### config.mk
export PLATFORM = sky130hd
export DESIGN_NAME = ifetch_unit
export DESIGN_NICKNAME = d
export VERILOG_FILES = /design/src/rtl/ifetch_unit_pkg.sv /design/src/rtl/ifetch_fifo.sv /design/src/rtl/ifetch_unit.sv
export SDC_FILE = /design/constraint.sdc
export NUM_CORES = 1
export LEC_CHECK = 0
export CORE_ASPECT_RATIO = 0.75
export CORE_MARGIN = 3
export CORE_UTILIZATION = 45
export CTS_CLUSTER_DIAMETER = 30
export CTS_CLUSTER_SIZE = 40
export DETAILED_ROUTE_END_ITERATION = 8
export MAX_ROUTING_LAYER = met4
export PLACE_DENSITY = 0.71
export SETUP_SLACK_MARGIN = 0.4
export SLEW_MARGIN = 20
export SYNTH_ARGS = -nofsm -noshare
export SYNTH_HDL_FRONTEND = slang
export SYNTH_SLANG_ARGS = --single-unit
### constraint.sdc
create_clock -name clk -period 19.8 [get_ports clk]
set_input_delay 3.96 -clock clk [delete_from_list [all_inputs] [get_ports clk]]
set_output_delay 3.96 -clock clk [all_outputs]
set_load 0.05 [all_outputs]
### src/rtl/ifetch_unit_pkg.sv
// Shared types and constants for the instruction fetch front-end.
package ifetch_unit_pkg;

  localparam int unsigned DEF_ADD_WIDTH  = 5;
  localparam int unsigned DEF_DATA_WIDTH = 32;
  localparam int unsigned DEF_RESET_PC   = 0;
  localparam longint unsigned IMEM_WORDS = 64'd1 << DEF_ADD_WIDTH;

  typedef struct packed {
    logic [DEF_DATA_WIDTH-1:0] pc;
    logic [DEF_DATA_WIDTH-1:0] instr;
    logic                      fault;
  } fetch_entry_t;

endpackage

### src/rtl/ifetch_fifo.sv
// Small synchronous FIFO holding prefetched instructions; flush wins over push.
module ifetch_fifo #(
  parameter int unsigned Width = 65,
  parameter int unsigned DEPTH = 2
) (
  input  logic             clk,
  input  logic             rst_n,
  input  logic             push,
  input  logic             pop,
  input  logic             flush,
  input  logic [Width-1:0] wdata,
  output logic             full,
  output logic             empty,
  output logic [Width-1:0] head
);

  localparam int unsigned PtrW = (DEPTH > 1) ? $clog2(DEPTH) : 1;
  localparam int unsigned CntW = $clog2(DEPTH + 1);

  logic [Width-1:0] mem_q [DEPTH];
  logic [PtrW-1:0]  wr_ptr_q, wr_ptr_d, rd_ptr_q, rd_ptr_d;
  logic [CntW-1:0]  count_q, count_d;
  logic             do_push, do_pop;

  function automatic logic [PtrW-1:0] ptr_inc(input logic [PtrW-1:0] p);
    return (p == PtrW'(DEPTH - 1)) ? '0 : p + PtrW'(1);
  endfunction

  assign full    = (count_q == CntW'(DEPTH));
  assign empty   = (count_q == '0);
  assign do_pop  = pop & ~empty;
  // A full buffer can still accept a write when the head leaves in the same cycle.
  assign do_push = push & (~full | do_pop);
  assign head    = empty ? '0 : mem_q[rd_ptr_q];

  always_comb begin
    wr_ptr_d = wr_ptr_q;
    rd_ptr_d = rd_ptr_q;
    count_d  = count_q;
    if (flush) begin
      wr_ptr_d = '0;
      rd_ptr_d = '0;
      count_d  = '0;
    end else begin
      if (do_push) wr_ptr_d = ptr_inc(wr_ptr_q);
      if (do_pop)  rd_ptr_d = ptr_inc(rd_ptr_q);
      unique case ({do_push, do_pop})
        2'b10:   count_d = count_q + CntW'(1);
        2'b01:   count_d = count_q - CntW'(1);
        default: count_d = count_q;
      endcase
    end
  end

  always_ff @(posedge clk or negedge rst_n) begin
    if (!rst_n) begin
      wr_ptr_q <= '0;
      rd_ptr_q <= '0;
      count_q  <= '0;
    end else begin
      wr_ptr_q <= wr_ptr_d;
      rd_ptr_q <= rd_ptr_d;
      count_q  <= count_d;
    end
  end

  always_ff @(posedge clk) begin
    if (do_push && !flush) mem_q[wr_ptr_q] <= wdata;
  end

endmodule

### src/rtl/ifetch_unit.sv
// Instruction fetch front-end: owns the fetch PC, reads the async instruction
// memory and queues fetched words for decode through a valid/ready handshake.
module ifetch_unit
  import ifetch_unit_pkg::*;
#(
  parameter int unsigned addWidth  = DEF_ADD_WIDTH,
  parameter int unsigned dataWidth = DEF_DATA_WIDTH,
  parameter int unsigned DEPTH     = 2,
  parameter int unsigned RESET_PC  = DEF_RESET_PC
) (
  input  logic                 clk,
  input  logic                 rst_n,
  output logic [dataWidth-1:0] mem_addr,
  input  logic [dataWidth-1:0] mem_rdata,
  input  logic                 fetch_en,
  input  logic                 redirect_valid,
  input  logic [dataWidth-1:0] redirect_pc,
  output logic                 instr_valid,
  input  logic                 instr_ready,
  output logic [dataWidth-1:0] instr,
  output logic [dataWidth-1:0] instr_pc,
  output logic                 instr_fault
);

  typedef struct packed {
    logic [dataWidth-1:0] pc;
    logic [dataWidth-1:0] instr;
    logic                 fault;
  } entry_t;

  logic [dataWidth-1:0] fetch_pc_q, fetch_pc_d;
  logic                 push, pop, full, empty, fault;
  entry_t               wr_entry, head;

  // Out of range means any address bit at or above addWidth is set.
  if (addWidth < dataWidth) begin : g_fault
    assign fault = |fetch_pc_q[dataWidth-1:addWidth];
  end else begin : g_no_fault
    assign fault = 1'b0;
  end

  assign mem_addr    = fetch_pc_q;
  assign instr_valid = ~empty;
  assign pop         = instr_valid & instr_ready;
  assign push        = fetch_en & ~redirect_valid & (~full | pop);
  assign wr_entry    = '{pc: fetch_pc_q, instr: mem_rdata, fault: fault};
  assign instr       = head.instr;
  assign instr_pc    = head.pc;
  assign instr_fault = head.fault;

  always_comb begin
    fetch_pc_d = fetch_pc_q;
    if (redirect_valid) begin
      fetch_pc_d = redirect_pc;
    end else if (push) begin
      fetch_pc_d = fetch_pc_q + dataWidth'(1);
    end
  end

  always_ff @(posedge clk or negedge rst_n) begin
    if (!rst_n) begin
      fetch_pc_q <= dataWidth'(RESET_PC);
    end else begin
      fetch_pc_q <= fetch_pc_d;
    end
  end

  ifetch_fifo #(
    .Width($bits(entry_t)),
    .DEPTH(DEPTH)
  ) u_fifo (
    .clk  (clk),
    .rst_n(rst_n),
    .push (push),
    .pop  (pop),
    .flush(redirect_valid),
    .wdata(wr_entry),
    .full (full),
    .empty(empty),
    .head (head)
  );

endmodule

---- Word-level counts from Yosys, hierarchy flattened ----
Memory sizes are Yosys's and may differ from the RTL's.
Index checks and enable logic that the tools add are counted.
operators by class
  add/subtract/negate cells ............... 5
  equal/unequal tests ..................... 3
  mux-type cells .......................... 13
  bitwise logic cells ..................... 10
  reductions and logical operators ........ 8
operators with widths
  cell                                                 number
  2-to-1 mux 65 bit                                    1
  2-to-1 mux 32 bit                                    2
  adder 32 x 1 -> 32 bit, second input constant        1
  OR reduction 27 bit                                  1
  2-to-1 mux 1 bit                                     8
  nonzero test 2 bit                                   3
  bitwise AND 1 bit                                    5
  equality test 2 bit, second input constant           2
  case mux 2 bit (2 select lines)                      1
  NOT 1 bit                                            3
  nonzero test 3 bit                                   1
  adder 1 bit, second input constant                   2
  adder 2 x 1 -> 2 bit, second input constant          1
  equality test 2 x 1 -> 1 bit, second input constant  1
  logical NOT 2 bit                                    1
  2-to-1 mux 2 bit                                     1
  OR 1 bit                                             2
  subtractor 2 x 1 -> 2 bit, second input constant     1
  logical AND 1 bit                                    1
  logical NOT 1 bit                                    1
word-level totals
  register bits ........................... 36
  memory bits (writable) .................. 130
  input bits .............................. 69
  output and inout bits ................... 98
  word-level logic and storage cells ...... 44
  memories ................................ 1
memories
  name          depth  width  read ports  clocked after Yosys merged registers in  write ports  RTL line           RTL
  u_fifo.mem_q  2      65     1           0                                        1            ifetch_fifo.sv:20  logic [Width-1:0] mem_q [DEPTH];

---- Depth between registers and ports, before layout ----
Gate-level depths: netlist of run 1.
  depth in word-level cells ............... 9
  gate-level depth with buffers ........... 6
  mapped depth without buffers ............ 5

---- Modules after synthesis ----
Synthesis of run 1 repeated with hierarchy kept, for this count alone.
unflattened totals
  cells, all modules ...................... 524
  area total of the unflattened synthesis .. 7166.9 sq um
modules (own cells, without submodules)
  module       instances  cells an instance  area each (sq um)  seq. area each (sq um)
  ifetch_fifo  1          300                5138.7             4003.8
  ifetch_unit  1          224                2028.2             800.8

---- Least setup slack after synthesis of run 1 ----
OpenSTA, ideal clock, no wires.
  kind .................................... in2reg
  start point ............................. input port redirect_valid
  end point ............................... memory u_fifo.mem_q[1][0], enable pin
  setup time .............................. 0.582 ns
  data arrival time ....................... 9.302 ns
  required time ........................... 19.218 ns
  path slack .............................. 9.916 ns
  stages on the path ...................... 4
  buffers on the path ..................... 3
  path through ............................ clkbuf_1 -> clkbuf_1 -> clkbuf_1 -> nor3b_1
between the ends
  cells in the longest elaborated chain, start to end .. 7
RTL lines
  element                                     RTL line           RTL
  start: declaration                          ifetch_unit.sv:16  input logic redirect_valid,
  NOT 1 bit                                   ifetch_unit.sv:45  assign push = fetch_en & ~redirect_valid & (~full | pop);
  bitwise AND 1 bit (2 in a row)              ifetch_unit.sv:45
  bitwise AND 1 bit                           ifetch_fifo.sv:33  assign do_push = push & (~full | do_pop);
  logical AND 1 bit (*)                       ifetch_fifo.sv:68  if (do_push && !flush) mem_q[wr_ptr_q] <= wdata;
  2-to-1 mux 1 bit (*)                        ifetch_fifo.sv:68
  2-to-1 mux 1 bit (implied by the code) (*)  ifetch_fifo.sv:68
  end: declaration                            ifetch_fifo.sv:20
Mark *: on every way between the ends. The rest lies on a longest branch, timed or not.

---- Worst setup path after layout of run 1 ----
  start point ............................. register u_fifo.count_q[0]
  end point ............................... output port instr_pc[0]
between the ends
  cells in the longest elaborated chain, start to end .. 2
RTL lines
  element                   RTL line           RTL
  start: declaration        ifetch_fifo.sv:22  logic [CntW-1:0] count_q, count_d;
  start signal: assignment  ifetch_fifo.sv:63  count_q <= count_d;
  logical NOT 2 bit         ifetch_fifo.sv:30  assign empty = (count_q == '0);
  2-to-1 mux 65 bit         ifetch_fifo.sv:34  assign head = empty ? '0 : mem_q[rd_ptr_q];
  end: declaration          ifetch_unit.sv:21  output logic [dataWidth-1:0] instr_pc,
No other way between the ends.

==> parameters.txt, run 1 <==
Parameter                              Value

Drt
  Met2 WL    7690 microns
  DRC violations left    0
  Overall routed net length    17,200 microns
  Met3 WL    1660 microns
  Ratio of routed vias to standard cells    5.50
  Wire length per cell after detailed routing    18.6 microns
  Uppermost layer routed    met4
  M1 wire length    7650 microns
  Antenna viol nets, final    0
  Iteration count of the initial detailed-routing pass    5
  Vias    5,092
  1st-iter DRT viols    432

Logic synthesis
  Most instantiated library cell after synthesis    sky130_fd_sc_hd__edfxtp_1
  Fraction of registers with async set or reset after synthesis    0.217
  Gate Count Post-Synth    544
  Leading post-synthesis cells by cell area    sky130_fd_sc_hd__edfxtp_1 55%, sky130_fd_sc_hd__dfrtp_1 13%, sky130_fd_sc_hd__mux2i_1 9.3%, sky130_fd_sc_hd__nor2_1 4.7%, sky130_fd_sc_hd__or4_1 1.9%
  Main flop type after synthesis    sky130_fd_sc_hd__edfxtp_1
  Portion of synthesized cell area occupied by the leading cell type    0.547
  FF+latch count, synth    166
  Netlist Area Pre-Place    7140 sq um
  Post-synth top area cell    sky130_fd_sc_hd__edfxtp_1
  Average cell area after synthesis    13.1 sq um
  Share of the yosys chip area belonging to registers    0.673
  Ranking of synthesized cells by instance count    130 x sky130_fd_sc_hd__edfxtp_1, 89 x sky130_fd_sc_hd__nor2_1, 66 x sky130_fd_sc_hd__mux2i_1
  Synthesized net count    614
  Synth Warn #    0
  Number of enable flip-flop cells after synthesis    130
  Post-synth cell types    41

Final layout
  Layout Area Growth over Synthesis    34.1%
  Number of filler cells placed in the layout    1,180
  Area of the multi-input gates    2180 sq um
  Fraction of layout cells with a size suffix above 1    0.0695
  Net total in the final layout    776
  Sequential cell area    4810 sq um

STA
  Final critical-path share of the clock period    0.348
  Number of max-slew violations in the final report    0
  F_max    145 MHz
  Time the final worst path needs with I/O delays and setup    6.89 ns
  Number of hold violations in the final report    0
  Clock skew    0.00596 ns
  Worst-Margin Slew    0.905 ns
  Setup slack after layout    12.91 ns
  Remaining max-slew budget at the tightest pin    0.397
  Setup_tns    0 ns
  Unrepaired setup endpoints after global routing    false
  Final setup vio count    0

Critical path
  CP Data Required Time    15.84 ns
  Type of element launching the critical path    flip-flop
  Arrival time at the worst endpoint    2.93 ns
  Highest net fanout along the worst path    40
  Crit. End Element    output pin
  Startpoint-to-endpoint class of the critical path    reg2out

Clock network
  Clock root buffer    sky130_fd_sc_hd__clkbuf_16
  CTS tree    built
  TritonCTS Sinks    166
  Postcts setup bufs    0
  Reg clk slew, reported paths    0.06 ns
  Clock latency reported for the late side of the worst-skew pair    0.42 ns
  Post_cts resized    0
  Maximum count of clock buffers along a single path    2
  Number of levels in the clock H-tree    4
  Count of hold buffers inserted by post-cts repair    0
  CTS buffer count    17

Worst hold path
  Worst min path class    reg2reg

Global route
  Global-route wire length before repair    26,600 microns
  Combined global-route utilization of all metal layers    0.206
  Initial antenna violation count    0
  Via count of the first global-routing pass    4,987
  Overall overflow remaining after global route    0
  Pin count of the biggest net entering global routing    67

Placement
  Final HPWL from detailed placement    11,400 microns
  Final GP Congestion    0.819
  Pre-CTS worst setup slack    13.35 ns
  Total of buffers placed on input and output ports    166

Pwr
  Power Dens Cells    93.9 nW/um^2
  Worst ir drop on vdd    0.0876 mV
  Lkg Pwr    3.21 nW

Die
  Number of top-level design ports    167
  Starting density of the core    0.465
  Number of rows created at floorplan    39
  Die Wd    151 microns
  Core Area    15,400 sq um
  Total Die Area    17,400 sq um
  Die Ht    115 microns

Job
  Max-cap violations    0

Run status
  Result of the run    finished, final reports clean
stage by stage:
stage | std cells | total power, mW | area [sq um] | hold WS [ns] | util
detailed placement | 891 | 0.589 | 8970 | 0.574 | 0.584
global placement | 891 | 0.586 | 8970 | 0.558 | 0.584
global route | 924 | 0.935 | 9570 | 0.617 | 0.623
floorplan | 544 | 0.523 | 7140 | 0.519 | -
CTS | 923 | 0.907 | 9540 | 0.593 | 0.621
finish | 925 | 0.899 | 9570 | 0.586 | 0.623
flip-flops by register name (all words and copies together), names as in the netlist:
name             flops
u_fifo.count_q       2
u_fifo.mem_q       130
u_fifo.wr_ptr_q      1
mem_addr            32
u_fifo.rd_ptr_q      1
critical path, stage by stage, from the launching register on:
cell and delay (ns):
sky130_fd_sc_hd__dfrtp_1 0.47, sky130_fd_sc_hd__nor2_4 0.63, sky130_fd_sc_hd__buf_4 0.50, sky130_fd_sc_hd__nor2_1 0.14, sky130_fd_sc_hd__clkdlybuf4s50_1 0.74
path summary, 6_finish.rpt:
kind / slack (ns) / startpoint / cells past startpoint / endpoint
worst max-delay path: 12.91 / u_fifo.count_q[0] / 4 / instr_pc[0]
worst min-delay path: 0.59 / mem_addr[1] / 0 / u_fifo.mem_q[0][34]
worst max register to register: 17.40 / mem_addr[12] / 4 / mem_addr[26]
worst min register to register: 0.59 / mem_addr[1] / 0 / u_fifo.mem_q[0][34]
max in group asynchronous: 15.50 / rst_n / 1 / u_fifo.rd_ptr_q
min in group asynchronous: 3.64 / rst_n / 1 / mem_addr[25]
layout make-up:
cell class | count | share of cell area
Inverter | 9 | 0.00353
Timing Repair Buffer | 172 | 0.180
Clock inverter | 14 | 0.0148
Tap cell | 205 | 0.0268
Clock buffer | 18 | 0.0448
Multi-Input combinational cell | 340 | 0.228
Sequential cell | 166 | 0.502
Antenna cell | 1 | 0.000261
cell families (layout without fill, tap and decap cells):
logic type | count (synthesis) | after routing | share of synthesized area
and+or+nand+nor | 205 | 205 | 0.142
DFF | 166 | 166 | 0.673
muxes | 66 | 66 | 0.0925
AOI/OAI and AO/OA | 60 | 60 | 0.0564
buffers and inverters | 38 | 213 | 0.0244
xor gates and xnor gates | 8 | 8 | 0.00981
adders and majority gates | 1 | 1 | 0.00175
other | 0 | 1 | 0
layout by cell type, fill, tap and decap left out, types with 4 or more instances in the layout:
cell / count
sky130_fd_sc_hd__o31ai_1: 13
sky130_fd_sc_hd__and3_1: 6
sky130_fd_sc_hd__xnor2_1: 4
sky130_fd_sc_hd__inv_1: 9
sky130_fd_sc_hd__nand2_1: 28
sky130_fd_sc_hd__clkdlybuf4s50_1: 165
sky130_fd_sc_hd__o311ai_0: 5
sky130_fd_sc_hd__clkbuf_16: 17
sky130_fd_sc_hd__o21ai_0: 13
sky130_fd_sc_hd__mux2i_1: 66
sky130_fd_sc_hd__and2_1: 4
sky130_fd_sc_hd__xor2_1: 4
sky130_fd_sc_hd__nand3_1: 12
sky130_fd_sc_hd__dfrtp_1: 35
sky130_fd_sc_hd__nand4_1: 15
sky130_fd_sc_hd__edfxtp_1: 130
sky130_fd_sc_hd__buf_4: 5
sky130_fd_sc_hd__nor4_1: 11
sky130_fd_sc_hd__or3_1: 5
sky130_fd_sc_hd__a31oi_1: 18
sky130_fd_sc_hd__or4_1: 18
sky130_fd_sc_hd__inv_6: 5
sky130_fd_sc_hd__nor2_1: 88
routing by layer:
layer,vias to the layer above,GRT usage
met3,14,0.0662
li1,2391,-
met2,210,0.298
met1,2477,0.286
met4,0,0.0477
met5,-,-
power by group:
part	leakage (nW)	internal (mW)	total, mW	switching, mW
registers	1.60	0.398	0.419	0.0211
logic	1.32	0.0587	0.162	0.104
clock network	0.279	0.177	0.317	0.140
Power figures use the tool's default switching activity.
==> inputs of run 2 (changes only) <==
==> constraint.sdc (replaced) <==
create_clock -name clk -period 7.1 [get_ports clk]
set_input_delay 1.42 -clock clk [delete_from_list [all_inputs] [get_ports clk]]
set_output_delay 1.42 -clock clk [all_outputs]
set_load 0.05 [all_outputs]
==> run 2 against run 1 <==
Effect of this change: sequential power grew to 2.8 times the previous value; first-iteration DRC count down 26%; clock power rose to 2.9 times the previous value; sequential share of layout area is 0.19 points lower; die area unchanged; core utilization rose by 0.24 points; sequential cell count unchanged; critical path type unchanged; largest cell class unchanged; highest routed layer unchanged.
==> parameters.txt, run 2 (synthesized netlist as in run 1, its figures left out) <==
Parameter                              Value

Clock network
  CTS buffer count    17
  Post_cts resized    0
  Clock root buffer    sky130_fd_sc_hd__clkbuf_16
  Postcts setup bufs    0
  TritonCTS Sinks    166
  Clock latency reported for the late side of the worst-skew pair    0.43 ns
  Reg clk slew, reported paths    0.07 ns
  Number of levels in the clock H-tree    4
  Count of hold buffers inserted by post-cts repair    0
  Maximum count of clock buffers along a single path    2
  CTS tree    built

Pwr
  Clock share of power    0.360
  Post-layout total power    2.54 mW
  Worst ir drop on vdd    0.160 mV
  Power Dens Cells    265 nW/um^2
  Part of the power in combinational logic    0.179
  Pint    1.83 mW
  Sequential group share of total power    0.461
  Proportion of total power due to net switching    0.283
  Lkg Pwr    3.21 nW
  Sw Pwr    0.719 mW

STA
  Remaining max-slew budget at the tightest pin    0.388
  Worst-Margin Slew    0.909 ns
  Setup_tns    0 ns
  Setup slack after layout    2.95 ns
  Time the final worst path needs with I/O delays and setup    4.15 ns
  Clock skew    0.00838 ns
  Number of max-slew violations in the final report    0
  Final critical-path share of the clock period    0.584
  Unrepaired setup endpoints after global routing    false
  Number of hold violations in the final report    0
  F_max    241 MHz
  Final setup vio count    0

Die
  Number of rows created at floorplan    39
  Die Ht    115 microns
  Total Die Area    17,400 sq um
  Starting density of the core    0.465
  Die Wd    151 microns
  Core Area    15,400 sq um
  Number of top-level design ports    167

Final layout
  Layout Utilization    0.625
  Layout Area Growth over Synthesis    34.6%
  Register with the most flip-flops    u_fifo.mem_q
  Net total in the final layout    776
  Largest register FFs    130
  Most frequent cells in the layout    165 x sky130_fd_sc_hd__clkdlybuf4s50_1, 130 x sky130_fd_sc_hd__edfxtp_1, 88 x sky130_fd_sc_hd__nor2_1, 66 x sky130_fd_sc_hd__mux2i_1, 35 x sky130_fd_sc_hd__dfrtp_1
  N_diodes    0
  Most frequent standard cell in the layout excluding fill and tap cells    sky130_fd_sc_hd__clkdlybuf4s50_1
  Final std cell area, no fill    9610 sq um
  Fraction of layout cells with a size suffix above 1    0.0682

Placement
  Pre-CTS worst setup slack    2.54 ns
  Total of buffers placed on input and output ports    166
  Final GP Congestion    0.835
  Final HPWL from detailed placement    11,500 microns
  Area after detailed placement    8980 sq um

Worst hold path
  Worst min path class    reg2reg

Critical path
  Reg2reg start    u_fifo.count_q[1]
  Crit. End Element    output pin
  Crit path max-delay family    buffers and inverters
  Setup slack on the worst flop-to-flop path    4.48 ns
  Startpoint-to-endpoint class of the critical path    reg2out
  Crit path buf inv count    2
  Worst reg2reg path depth    5
  Slowest library cell on the worst path    sky130_fd_sc_hd__clkdlybuf4s50_1
  CP Data Required Time    5.68 ns
  Worst path cell trace    buf_16 > mux2i_1 > nor2_1 > clkdlybuf4s50_1
  Capture point of the worst reg-to-reg path    u_fifo.mem_q[0][32]
  Highest net fanout along the worst path    46
  Arrival time at the worst endpoint    2.73 ns
  Type of element launching the critical path    flip-flop
  Crit path depth    4
  Worst stage delay on the critical path    0.86 ns
  Worst setup startpoint    u_fifo.rd_ptr_q
  End point of the critical path    instr_pc[29]

Job
  Max-cap violations    0

Global route
  Combined global-route utilization of all metal layers    0.215
  Via count of the first global-routing pass    5,150
  Initial antenna violation count    0
  Pin count of the biggest net entering global routing    67
  Overall overflow remaining after global route    0
  Global-route wire length before repair    27,800 microns

Drt
  DRC violations left    0
  Iteration count of the initial detailed-routing pass    5
  Vias    5,180
  Wire length per cell after detailed routing    19.2 microns
  1st-iter DRT viols    318
  Antenna viol nets, final    0
  Overall routed net length    17,700 microns
  Ratio of routed vias to standard cells    5.61

Run status
  Result of the run    finished, final reports clean
## run 2: cell types whose count changed in the layout (fill, tap and decap cells not counted), moves of 2 or more
cell                         change
sky130_fd_sc_hd__inv_6           -4
sky130_fd_sc_hd__bufinv_16       +2
sky130_fd_sc_hd__inv_8           -3
sky130_fd_sc_hd__clkinvlp_4      +2
## run 2: cell type report
class                   instances  area, sq um
multi-input cells             340         2190
repair buffers                172         1730
flip-flops and latches        166         4810
clock inverters                13          156
well taps                     205          256
fillers                      1194         5760
clock buffers                  19          433
inverters                       9         33.8
## run 2: power by group through the flow
| stage | Sequential [mW] | Clock, mW | Combinational (mW) |
|---|---|---|---|
| after floorplan | 1.23 | 0 | 0.228 |
| after global placement | 1.20 | 0 | 0.439 |
| after detailed placement | 1.20 | 0 | 0.444 |
| after CTS | 1.18 | 0.934 | 0.447 |
| after global routing | 1.18 | 0.974 | 0.483 |
| final | 1.17 | 0.917 | 0.455 |
## run 2: worst min-delay path by stage
stage	startpoint	endpoint	slack, ns	cells after the start
2_1_floorplan	u_fifo.wr_ptr_q	u_fifo.wr_ptr_q	0.54	2
3_3_place_gp	mem_addr[27]	u_fifo.mem_q[1][60]	0.59	0
3_5_place_dp	mem_addr[27]	u_fifo.mem_q[1][60]	0.59	0
4_1_cts	mem_addr[1]	u_fifo.mem_q[0][34]	0.61	0
5_1_grt	mem_addr[15]	u_fifo.mem_q[0][48]	0.64	0
6_report	mem_addr[1]	u_fifo.mem_q[0][34]	0.60	0
## run 2: stage by stage
step                      hold slack [ns]  std cells
after floorplan                     0.536        544
after CTS                           0.605        922
final                               0.601        924
after global routing                0.645        924
after detailed placement            0.590        890
after global placement              0.591        890
## run 2: layer usage
layer / up-vias / share of wire / track usage
li1: 2389 / - / -
met1: 2537 / 0.45 / 0.294
met2: 233 / 0.46 / 0.321
met3: 21 / 0.081 / 0.0563
met4: 0 / 0.013 / 0.0634
met5: - / 0 / -
